$ cat src/rtl/qam_mapper_pkg.sv
// Shared types, level defaults and helpers for the streaming constellation mapper.
// QAM_MAPPER_256_EN widens mode to 3 bits and adds the 256QAM mode.
package qam_mapper_pkg;

`ifdef QAM_MAPPER_256_EN
  localparam int MODE_W = 3;
  localparam int SYM_W  = 8;
`else
  localparam int MODE_W = 2;
  localparam int SYM_W  = 6;
`endif
  localparam int CODE_W = SYM_W / 2;

  typedef enum logic [MODE_W-1:0] {
    MODE_BPSK  = 0,
    MODE_QPSK  = 1,
    MODE_16QAM = 2,
    MODE_64QAM = 3
`ifdef QAM_MAPPER_256_EN
    , MODE_256QAM = 4
`endif
  } mode_t;

  typedef enum logic [1:0] {IDLE, RUN, DRAIN} state_t;

  localparam int DEF_BPSK_L    = 1470;
  localparam int DEF_QPSK_L    = 1040;
  localparam int DEF_Q16_L0    = 465;
  localparam int DEF_Q16_L1    = 1395;
  localparam int DEF_Q64_L0    = 210;
  localparam int DEF_Q64_L1    = 630;
  localparam int DEF_Q64_L2    = 1050;
  localparam int DEF_Q64_L3    = 1470;
  localparam int DEF_Q256_L0   = 105;
  localparam int DEF_Q256_STEP = 210;

  function automatic int bps_of(mode_t m);
    case (m)
      MODE_BPSK:   return 1;
      MODE_QPSK:   return 2;
      MODE_16QAM:  return 4;
      MODE_64QAM:  return 6;
`ifdef QAM_MAPPER_256_EN
      MODE_256QAM: return 8;
`endif
      default:     return 1;
    endcase
  endfunction

  function automatic logic [2:0] gray2bin3(logic [2:0] g);
    return {g[2], g[2] ^ g[1], g[2] ^ g[1] ^ g[0]};
  endfunction

  function automatic int buf_width(int data_w);
`ifdef QAM_MAPPER_256_EN
    return (2 * data_w > 16) ? 2 * data_w : 16;
`else
    return 2 * data_w;
`endif
  endfunction

endpackage

$ cat src/rtl/qam_level_lut.sv
// Combinational per-axis level map: (mode, Gray axis code) -> two's complement level.
// QAM_MAPPER_256_EN adds the 4-bit/axis 256QAM map.
module qam_level_lut
  import qam_mapper_pkg::*;
#(
  parameter int FFT_DEPTH = 12,
  parameter int BPSK_L    = DEF_BPSK_L,
  parameter int QPSK_L    = DEF_QPSK_L,
  parameter int Q16_L0    = DEF_Q16_L0,
  parameter int Q16_L1    = DEF_Q16_L1,
  parameter int Q64_L0    = DEF_Q64_L0,
  parameter int Q64_L1    = DEF_Q64_L1,
  parameter int Q64_L2    = DEF_Q64_L2,
  parameter int Q64_L3    = DEF_Q64_L3
`ifdef QAM_MAPPER_256_EN
  , parameter int Q256_L0   = DEF_Q256_L0
  , parameter int Q256_STEP = DEF_Q256_STEP
`endif
) (
  input  mode_t                 mode,
  input  logic [CODE_W-1:0]     code,
  output logic [FFT_DEPTH-1:0]  level
);

  logic neg;
  int   mag;
  int   val;

  // The code MSB is the sign; the remaining bits pick the magnitude in Gray order.
  always_comb begin
    neg = 1'b0;
    mag = 0;
    case (mode)
      MODE_BPSK: begin
        neg = !code[0];
        mag = BPSK_L;
      end
      MODE_QPSK: begin
        neg = !code[0];
        mag = QPSK_L;
      end
      MODE_16QAM: begin
        neg = !code[1];
        mag = code[0] ? Q16_L0 : Q16_L1;
      end
      MODE_64QAM: begin
        neg = !code[2];
        case (code[1:0])
          2'd0:    mag = Q64_L3;
          2'd1:    mag = Q64_L2;
          2'd2:    mag = Q64_L0;
          default: mag = Q64_L1;
        endcase
      end
`ifdef QAM_MAPPER_256_EN
      MODE_256QAM: begin
        neg = !code[3];
        mag = Q256_L0 + Q256_STEP * (7 - int'(gray2bin3(code[2:0])));
      end
`endif
      default: ;
    endcase
    val   = neg ? -mag : mag;
    level = val[FFT_DEPTH-1:0];
  end

endmodule

$ cat src/rtl/qam_mapper_stream.sv
// Streaming constellation mapper: word gearbox into bps-bit symbols, I/Q level mapping, output register.
// QAM_MAPPER_256_EN enables the 256QAM mode (3-bit mode port, buffer of at least 16 bits).
module qam_mapper_stream
  import qam_mapper_pkg::*;
#(
  parameter int DATA_W    = 8,
  parameter int FFT_DEPTH = 12,
  parameter int BPSK_L    = DEF_BPSK_L,
  parameter int QPSK_L    = DEF_QPSK_L,
  parameter int Q16_L0    = DEF_Q16_L0,
  parameter int Q16_L1    = DEF_Q16_L1,
  parameter int Q64_L0    = DEF_Q64_L0,
  parameter int Q64_L1    = DEF_Q64_L1,
  parameter int Q64_L2    = DEF_Q64_L2,
  parameter int Q64_L3    = DEF_Q64_L3
`ifdef QAM_MAPPER_256_EN
  , parameter int Q256_L0   = DEF_Q256_L0
  , parameter int Q256_STEP = DEF_Q256_STEP
`endif
) (
  input  logic                  clk,
  input  logic                  rst,
  input  logic                  start,
  input  logic [MODE_W-1:0]     mode,
  input  logic [DATA_W-1:0]     in_data,
  input  logic                  in_valid,
  input  logic                  in_last,
  output logic                  in_ready,
  output logic [FFT_DEPTH-1:0]  sub_i,
  output logic [FFT_DEPTH-1:0]  sub_q,
  output logic                  out_valid,
  output logic                  out_last,
  input  logic                  out_ready,
  output logic                  busy,
  output state_t                dbg_state
);

  localparam int BUF_W  = buf_width(DATA_W);
  localparam int FILL_W = $clog2(BUF_W + 1);
  localparam logic [FILL_W-1:0] DATA_FILL = FILL_W'(DATA_W);

  // Handshake: a beat moves on a channel in every cycle where its valid and ready are both high
  // at the rising clock edge; out_valid and its payload never change while stalled.

  state_t                state_q, state_d;
  mode_t                 mode_q, mode_d;
  logic [BUF_W-1:0]      buf_q, buf_d;
  logic [FILL_W-1:0]     fill_q, fill_d;
  logic [FFT_DEPTH-1:0]  sub_i_q, sub_i_d;
  logic [FFT_DEPTH-1:0]  sub_q_q, sub_q_d;
  logic                  out_valid_q, out_valid_d;
  logic                  out_last_q, out_last_d;

  logic [SYM_W-1:0]      sym;
  logic [CODE_W-1:0]     code_i, code_q;
  logic [FFT_DEPTH-1:0]  lvl_i, lvl_q;
  logic [FILL_W-1:0]     bps_fill, pop_n, fill_after;
  logic                  can_load, start_ok, restart, full_pop, pad_pop, accept, last_sym;

  always_comb begin
    sym    = buf_q[SYM_W-1:0];
    code_i = '0;
    code_q = '0;
    case (mode_q)
      MODE_BPSK:  code_i[0] = sym[0];
      MODE_QPSK: begin
        code_i[0] = sym[0];
        code_q[0] = sym[1];
      end
      MODE_16QAM: begin
        code_i[1:0] = sym[1:0];
        code_q[1:0] = sym[3:2];
      end
      MODE_64QAM: begin
        code_i[2:0] = sym[2:0];
        code_q[2:0] = sym[5:3];
      end
`ifdef QAM_MAPPER_256_EN
      MODE_256QAM: begin
        code_i = sym[3:0];
        code_q = sym[7:4];
      end
`endif
      default: ;
    endcase
  end

  qam_level_lut #(
    .FFT_DEPTH(FFT_DEPTH), .BPSK_L(BPSK_L), .QPSK_L(QPSK_L), .Q16_L0(Q16_L0), .Q16_L1(Q16_L1),
    .Q64_L0(Q64_L0), .Q64_L1(Q64_L1), .Q64_L2(Q64_L2), .Q64_L3(Q64_L3)
`ifdef QAM_MAPPER_256_EN
    , .Q256_L0(Q256_L0), .Q256_STEP(Q256_STEP)
`endif
  ) u_lut_i (.mode(mode_q), .code(code_i), .level(lvl_i));

  qam_level_lut #(
    .FFT_DEPTH(FFT_DEPTH), .BPSK_L(BPSK_L), .QPSK_L(QPSK_L), .Q16_L0(Q16_L0), .Q16_L1(Q16_L1),
    .Q64_L0(Q64_L0), .Q64_L1(Q64_L1), .Q64_L2(Q64_L2), .Q64_L3(Q64_L3)
`ifdef QAM_MAPPER_256_EN
    , .Q256_L0(Q256_L0), .Q256_STEP(Q256_STEP)
`endif
  ) u_lut_q (.mode(mode_q), .code(code_q), .level(lvl_q));

  assign in_ready  = (state_q == RUN) && (fill_q <= DATA_FILL);
  assign busy      = (state_q != IDLE);
  assign dbg_state = state_q;
  assign sub_i     = sub_i_q;
  assign sub_q     = sub_q_q;
  assign out_valid = out_valid_q;
  assign out_last  = out_last_q;

  always_comb begin
    bps_fill   = FILL_W'(bps_of(mode_q));
    can_load   = !out_valid_q || out_ready;
    restart    = start && (state_q != IDLE);
    // An idle start is dropped while the final symbol of the previous frame is still stalled.
    start_ok   = restart || (start && can_load);
    full_pop   = !restart && (state_q != IDLE) && (fill_q >= bps_fill) && can_load;
    pad_pop    = !restart && (state_q == DRAIN) && (fill_q != '0) && (fill_q < bps_fill) && can_load;
    accept     = (state_q == RUN) && !start && in_valid && in_ready;
    pop_n      = full_pop ? bps_fill : '0;
    fill_after = fill_q - pop_n;
    last_sym   = (state_q == DRAIN) && (pad_pop || (full_pop && (fill_after == '0)));

    state_d     = state_q;
    mode_d      = mode_q;
    buf_d       = buf_q;
    fill_d      = fill_q;
    sub_i_d     = sub_i_q;
    sub_q_d     = sub_q_q;
    out_valid_d = out_valid_q && !out_ready;
    out_last_d  = out_last_q && !out_ready;

    if (start_ok) begin
      state_d = RUN;
      mode_d  = mode_t'(mode);
      buf_d   = '0;
      fill_d  = '0;
      if (restart) begin
        out_valid_d = 1'b0;
        out_last_d  = 1'b0;
      end
    end else begin
      if (full_pop || pad_pop) begin
        sub_i_d     = lvl_i;
        sub_q_d     = (mode_q == MODE_BPSK) ? '0 : lvl_q;
        out_valid_d = 1'b1;
        out_last_d  = last_sym;
        if (last_sym) state_d = IDLE;
      end
      // Bits above the fill level are kept zero, which also provides the final-symbol padding.
      buf_d  = pad_pop ? '0 : (buf_q >> pop_n);
      fill_d = pad_pop ? '0 : fill_after;
      if (accept) begin
        buf_d  = buf_d | (BUF_W'(in_data) << fill_after);
        fill_d = fill_after + DATA_FILL;
        if (in_last) state_d = DRAIN;
      end
    end
  end

  always_ff @(posedge clk or posedge rst) begin
    if (rst) begin
      state_q     <= IDLE;
      mode_q      <= MODE_BPSK;
      buf_q       <= '0;
      fill_q      <= '0;
      sub_i_q     <= '0;
      sub_q_q     <= '0;
      out_valid_q <= 1'b0;
      out_last_q  <= 1'b0;
    end else begin
      state_q     <= state_d;
      mode_q      <= mode_d;
      buf_q       <= buf_d;
      fill_q      <= fill_d;
      sub_i_q     <= sub_i_d;
      sub_q_q     <= sub_q_d;
      out_valid_q <= out_valid_d;
      out_last_q  <= out_last_d;
    end
  end

endmodule

$ cat config.mk
export PLATFORM = sky130hd
export DESIGN_NAME = qam_mapper_stream
export DESIGN_NICKNAME = d
export VERILOG_FILES = /design/src/rtl/qam_mapper_pkg.sv /design/src/rtl/qam_level_lut.sv /design/src/rtl/qam_mapper_stream.sv
export SDC_FILE = /design/constraint.sdc
export NUM_CORES = 1
export LEC_CHECK = 0
export CAP_MARGIN = 5
export CORE_MARGIN = 10
export CORE_UTILIZATION = 56
export CTS_CLUSTER_DIAMETER = 60
export DETAILED_ROUTE_END_ITERATION = 8
export GPL_TIMING_DRIVEN = 1
export PLACE_DENSITY_LB_ADDON = 0.15
export SLEW_MARGIN = 10
export SYNTH_ARGS = -nofsm -noshare
export SYNTH_HDL_FRONTEND = slang
export SYNTH_SLANG_ARGS = --single-unit
$ cat constraint.sdc
create_clock -name clk -period 5.8 [get_ports clk]
set_input_delay 1.16 -clock clk [delete_from_list [all_inputs] [get_ports clk]]
set_output_delay 1.16 -clock clk [all_outputs]
set_load 0.05 [all_outputs]
==> flow_metrics.py, run 1 <==
metrics = {
    "synthesis": {
        "syn-cell-area_mm2": 0.00370,
        "yosys.area_share.adder_pct": 5.95,
        "yosysSeqAreaShare_pct": 33.8,
        "syn_inst": 445,
        "yosys.area_share.simple_pct": 20.7,
        "synth_top_family_by_area": "compound AO/OA/AOI/OAI gates",
        "synth-edff-count": 0,
        "synth.distinct_cells": 64,
        "synth_flop_cell": "dfrtp_1",
        "synth_nets": 478,
        "synthArstFlopShare_pct": 100,
        "synth-seq-cells": 50,
        "avgSynthCellArea_um2": 8.32,
        "synth_compound_area_share_pct": 23.0,
        "synthMuxAreaShare_pct": 6.36,
        "synth_warnings": 0,
        "synthXorXnorAreaFrac_pct": 4.73,
    },
    "hold_path": {
        "whs_path_depth": 2,
        "min-delay-start": "sub_q[3]$_DFFE_PP0P_",
        "whs_endpoint": "sub_q[3]$_DFFE_PP0P_",
        "holdCritPathClass": "reg -> reg",
    },
    "cts": {
        "numCtsBuffers": 5,
        "cts_tree": "yes",
        "cts_hold_buf": 0,
        "cts.repair.resized": 0,
        "clkLatencyLatePin_ns": 0.31,
        "post-cts-setup-buffer-count": 0,
        "clock-sinks": 50,
        "htree_levels": 2,
        "root_buffer": "clkbuf_8",
        "path_clk_slew_ns": 0.09,
        "clockBufferDepth": 2,
    },
    "detailed_routing": {
        "num_vias": 3445,
        "drtIter0Drc": 293,
        "drt-total-wl_mm": 9.91,
        "wire_per_inst_um": 18.2,
        "viasPerCell": 6.32,
        "first_pass_iters": 5,
        "drc": 0,
        "ant_nets": 0,
    },
    "die": {
        "core_area_mm2": 0.00639,
        "start_util_pct": 58.0,
        "dieArea_mm2": 0.0103,
        "die_w_um": 101,
        "die_h_um": 101,
        "num_rows": 29,
        "io_pins": 46,
    },
    "layout": {
        "final_nets": 500,
        "final_cell_mix": "nand2_1, dfrtp_1, clkdlybuf4s50_1",
        "area_delta_synth_final_pct": 14.5,
        "final_core_util_pct": 66.4,
        "final_common_cell": "nand2_1",
        "n_antenna_cell": 0,
        "drive_gt1_share_pct": 5.56,
    },
    "timing": {
        "relSlewSlack_pct": 30.1,
        "min_period_ns": 4.47,
        "final.setup.tns_ns": 0,
        "rsz0062_at_grt": "false",
        "setup_slack_ns": 1.33,
        "finClkSkew_ns": 0.00541,
        "worstMarginPinSlew_ns": 1.04,
        "finalCritPeriodShare_pct": 77.0,
        "hold_viol": 0,
        "drv_slew": 0,
        "setup_violations": 0,
        "fmax_ghz": 0.224,
    },
    "critical_path": {
        "crit_buf_inv": 3,
        "critPathKind": "in -> reg",
        "rr_startpoint": "mode_q[1]$_DFFE_PP0N_",
        "crit_chain": "clkdlybuf4s50_1 -> inv_1 -> and3_1 -> nand2_1 -> nor3_1 -> ha_1 -> inv_1 -> fa_1 -> mux2_1 -> nor2_1 -> a21oi_1 -> mux2_2 -> a22oi_1 -> nor2_1",
        "crit_path_max_incr_delay_ns": 0.84,
        "crit_slowest_cell": "fa_1",
        "critPathArrivalTime_ns": 4.63,
        "crit_path_end_kind": "flop",
        "worst-path-max-fanout": 14,
        "reg2regPathDepth": 15,
        "reg2reg_slack_ns": 1.49,
        "crit_required_ns": 5.96,
        "startpoint_type": "input port",
        "r2r_end": "buf_q[15]$_DFF_PP0_",
        "crit_family": "adder cells",
    },
    "power": {
        "ir_drop_v": 0.000423,
        "p_leak_nw": 1.76,
        "powerDensity_mw_per_mm2": 590,
    },
    "place": {
        "pre_cts_slack_ns": 1.07,
        "io_buffers": 45,
        "routabilityCongestion": 0.933,
        "dp_hpwl_mm": 7.32,
    },
    "global_routing": {
        "overflow": 0,
        "antenna_found_initial": 0,
        "grt_max_degree": 51,
        "grt_usage_pct": 19.3,
        "grt_pass1_wl_mm": 16.4,
        "grt_pass1_vias": 3355,
    },
    "job": {
        "maxCapViolCount": 0,
    },
    "status": {
        "status": "finished, final reports clean",
    },
}
-- registers in the layout, indices dropped and copies added (netlist names) --
name       flops
mode_q         2
sub_q         12
out_valid      1
sub_i         11
dbg_state      2
fill_q         5
buf_q         16
out_last       1
-- worst max-delay path by stage --
stage | endpoint | slack (ns) | cells after the start | startpoint
3_5_place_dp | buf_q[15]$_DFF_PP0_ | 1.07 | 14 | start
6_report | buf_q[15]$_DFF_PP0_ | 1.33 | 14 | start
4_1_cts | buf_q[15]$_DFF_PP0_ | 1.36 | 14 | start
5_1_grt | buf_q[15]$_DFF_PP0_ | 1.06 | 14 | start
2_1_floorplan | buf_q[15]$_DFF_PP0_ | 1.45 | 20 | mode_q[1]$_DFFE_PP0N_
3_3_place_gp | buf_q[15]$_DFF_PP0_ | 1.13 | 14 | out_ready
-- tightest hold or removal path, cell delays in order (launching register included) --
cell     delay (ns)
dfrtp_1        0.35
nand2_1        0.05
o31ai_1        0.05
-- cell families (layout without fill, tap and decap cells) --
group           count (synthesis)  after routing
buf+inv                        49             72
mux                            23             23
fa+ha+maj                      17             17
compound gates                126            126
xor+xnor                       20             20
flops                          50             50
simple gates                  160            160
-- power breakdown --
part	internal, mW	switching (mW)	total [mW]
combinational	0.569	1.06	1.63
clock	0.129	0.124	0.253
sequential	0.481	0.140	0.621
total	1.18	1.32	2.50
-- final cells by class --
type	instances	area, µm²
clock buffers	6	72.6
clock inverters	2	37.5
inverters	15	56.3
repair buffers	49	480
well taps	77	96.3
flip-flops and latches	50	1250
fillers	595	2150
multi-input cells	346	2240
-- stage by stage --
step           hold WS, ns  std cells  power, mW  instance area, µm²
3_5_place_dp         0.466        537       2.24                4130
2_1_floorplan        0.509        445       1.83                3700
6_report             0.486        545       2.50                4240
5_1_grt              0.512        545       2.67                4240
4_1_cts              0.489        545       2.49                4240
3_3_place_gp         0.460        537       2.21                4130
-- metal layers --
metal	vias up	global-route usage, %	routed length, µm
met3	29	3.34	671
met5	-	0	0
met4	0	8.36	347
met2	140	33.3	4800
li1	1640	-	-
met1	1636	23.0	4090
-- cell usage after synthesis (all sizes together) (3+ instances only) --
cell	n	area (µm²)
nor2b	4	25.0
and2	5	31.3
nand3	10	50.1
a211oi	3	22.5
or3	4	25.0
o221ai	10	87.6
a22oi	5	37.5
and3	3	18.8
nand4	3	18.8
o211ai	6	45.0
o21ai	34	170
a31oi	9	56.3
dfrtp	50	1250
mux2i	19	190
a32oi	5	43.8
nor3	15	91.3
nand2b	4	25.0
buf	18	88.8
inv	14	52.6
ha	16	200
a21o	5	37.5
clkbuf	16	60.1
o31ai	5	37.5
xnor2	12	105
nor2	40	163
mux2	4	45.0
xor2	8	70.1
a21oi	27	135
nand2	62	240
(Power assumes the default switching activity.)
==> run 2, diff against run 1 <==
--- a/config.mk
+++ b/config.mk
@@ -7,7 +7,7 @@
 export LEC_CHECK = 0
 export CAP_MARGIN = 5
 export CORE_MARGIN = 10
-export CORE_UTILIZATION = 56
+export CORE_UTILIZATION = 51
 export CTS_CLUSTER_DIAMETER = 60
 export DETAILED_ROUTE_END_ITERATION = 8
 export GPL_TIMING_DRIVEN = 1
==> constraint.sdc (replaced) <==
create_clock -name clk -period 3.8 [get_ports clk]
set_input_delay 0.76 -clock clk [delete_from_list [all_inputs] [get_ports clk]]
set_output_delay 0.76 -clock clk [all_outputs]
set_load 0.05 [all_outputs]
==> flow_metrics.py, run 2 (synthesized netlist as in run 1, its figures left out) <==
metrics = {
    "status": {
        "status": "finished, final reports clean",
    },
    "place": {
        "io_buffers": 45,
        "dp_hpwl_mm": 7.70,
        "routabilityCongestion": 0.902,
    },
    "cts": {
        "post-cts-setup-buffer-count": 0,
        "path_clk_slew_ns": 0.10,
        "clock-sinks": 50,
        "htree_levels": 2,
        "clockBufferDepth": 2,
        "root_buffer": "clkbuf_8",
        "cts_hold_buf": 0,
        "clkLatencyLatePin_ns": 0.32,
        "numCtsBuffers": 5,
        "cts_tree": "yes",
    },
    "detailed_routing": {
        "ant_nets": 0,
        "drc": 0,
        "drt-total-wl_mm": 10.5,
        "wire_per_inst_um": 17.8,
        "num_vias": 3501,
        "viasPerCell": 5.93,
        "drtIter0Drc": 371,
        "first_pass_iters": 5,
    },
    "global_routing": {
        "overflow": 0,
        "grt_pass1_vias": 3430,
        "grt_pass1_wl_mm": 17.5,
        "grt_max_degree": 51,
        "grt_usage_pct": 18.9,
        "antenna_found_initial": 0,
    },
    "timing": {
        "drv_slew": 0,
        "hold_viol": 0,
        "worstMarginPinSlew_ns": 1.07,
        "final.setup.tns_ns": 0,
        "setup_violations": 0,
        "whs_ns": 0.483,
        "finalCritPeriodShare_pct": 93.2,
        "relSlewSlack_pct": 28.5,
        "fmax_ghz": 0.282,
        "rsz0062_at_grt": "false",
        "finClkSkew_ns": 0.0105,
        "min_period_ns": 3.54,
    },
    "critical_path": {
        "rr_startpoint": "mode_q[1]$_DFFE_PP0N_",
        "crit_chain": "inv_2 -> ha_4 -> a2111oi_4 -> o21ai_2 -> buf_4 -> and2_1 -> nand2_1 -> ha_1 -> a21oi_1 -> nand2_1 -> xor2_1 -> and4_1 -> a2bb2oi_1 -> a21oi_1",
        "crit_required_ns": 4.05,
        "crit_slowest_cell": "and4_1",
        "crit_path_max_incr_delay_ns": 0.45,
        "startpoint_type": "flop",
        "crit_start": "mode_q[1]$_DFFE_PP0N_",
        "crit_path_end_kind": "flop",
        "critPathArrivalTime_ns": 3.79,
        "critPathKind": "reg -> reg",
        "worst-path-max-fanout": 6,
    },
    "power": {
        "sw_frac_of_total_pct": 50.2,
        "ir_drop_v": 0.000661,
        "powerDensity_mw_per_mm2": 927,
        "comb_power_share_pct": 66.0,
        "p_seq_share_pct": 22.6,
        "p_switching_mw": 2.11,
        "p_int_mw": 2.09,
        "clkPwrFrac_pct": 11.4,
        "p_leak_nw": 1.92,
    },
    "die": {
        "die_w_um": 105,
        "dieArea_mm2": 0.0111,
        "start_util_pct": 53.6,
        "num_rows": 30,
        "die_h_um": 105,
        "core_area_mm2": 0.00691,
        "io_pins": 46,
    },
    "layout": {
        "largest_reg_flops": 16,
        "final.fill_count": 620,
        "area_delta_synth_final_pct": 22.4,
        "drive_gt1_share_pct": 11.9,
        "largest_register": "buf_q",
        "n_antenna_cell": 0,
        "final_cell_mix": "nand2_1, dfrtp_1, clkdlybuf4s50_1",
        "final_common_cell": "nand2_1",
        "final_nets": 526,
    },
    "hold_path": {
        "holdCritPathClass": "reg -> reg",
        "min-delay-start": "sub_i[10]$_DFFE_PP0P_",
    },
    "job": {
        "maxCapViolCount": 0,
    },
}
run 2: routing by layer:
metal | global-route usage (%) | up-vias | share of wire, %
met5 | 0 | - | 0
met4 | 7.16 | 0 | 2.2
met3 | 4.30 | 32 | 6.9
met2 | 32.8 | 140 | 50
met1 | 21.9 | 1640 | 41
li1 | - | 1689 | -
run 2: cell type report:
| type | instances | area, µm² | area share, % |
|---|---|---|---|
| Inverter | 15 | 56.3 | 1.24 |
| Clock inverter | 2 | 60.1 | 1.33 |
| Multi-Input combinational cell | 346 | 2280 | 50.4 |
| Clock buffer | 6 | 82.6 | 1.82 |
| Sequential cell | 50 | 1250 | 27.7 |
| Tap cell | 96 | 120 | 2.65 |
| Timing Repair Buffer | 75 | 676 | 14.9 |
run 2: worst max-delay path, delay by kind of cell, from the launching register on:
family	cells	cell delay, ns
simple gates	4	0.82
xor+xnor	1	0.42
compound gates	5	0.92
flops	1	0.43
fa+ha+maj	2	0.54
buf+inv	2	0.34
run 2: final timing paths:
check / end / slack [ns] / cells past startpoint
worst max-delay path: buf_q[0]$_DFF_PP0_ / 0.26 / 14
worst min-delay path: sub_i[10]$_DFFE_PP0P_ / 0.48 / 1
worst max register to register: buf_q[0]$_DFF_PP0_ / 0.26 / 14
worst min register to register: sub_i[10]$_DFFE_PP0P_ / 0.48 / 1
max in group asynchronous: dbg_state[1]$_DFF_PP0_ / 2.06 / 2
min in group asynchronous: sub_q[2]$_DFFE_PP0P_ / 1.03 / 2
run 2: per-stage QoR:
stage                     power [mW]  setup WS (ns)  util (%)  area (µm²)  cells
after CTS                       4.17          0.194      65.5        4520    590
after detailed placement        3.68        -0.0105      63.4        4380    582
final                           4.20          0.258      65.6        4530    590
after global routing            4.48         0.0696      65.6        4530    590
after global placement          3.64         0.0386      63.4        4380    582
after floorplan                 2.84         0.0392         -        3750    445
run 2: power by group through the flow:
| stage | Combinational (mW) | Sequential [mW] | Clock, mW |
|---|---|---|---|
| after floorplan | 1.56 | 1.28 | 0 |
| after global placement | 2.69 | 0.947 | 0 |
| after detailed placement | 2.72 | 0.958 | 0 |
| after CTS | 2.74 | 0.947 | 0.478 |
| after global routing | 3.00 | 0.981 | 0.505 |
| final | 2.77 | 0.948 | 0.477 |
run 2: repair_timing:
| item | CTS | global route |
|---|---|---|
| endpoints found under the setup margin | 0 | 2 |
| gates resized for setup | 0 | 1 |
| hold endpoints to repair | 0 | 0 |
==> run 3, diff against run 2 <==
--- a/config.mk
+++ b/config.mk
@@ -16,3 +16,4 @@
 export SYNTH_ARGS = -nofsm -noshare
 export SYNTH_HDL_FRONTEND = slang
 export SYNTH_SLANG_ARGS = --single-unit
+export TNS_END_PERCENT = 50
==> results of run 3 <==
Same layout as run 2: the final DEF is identical, and so are final timing and power.
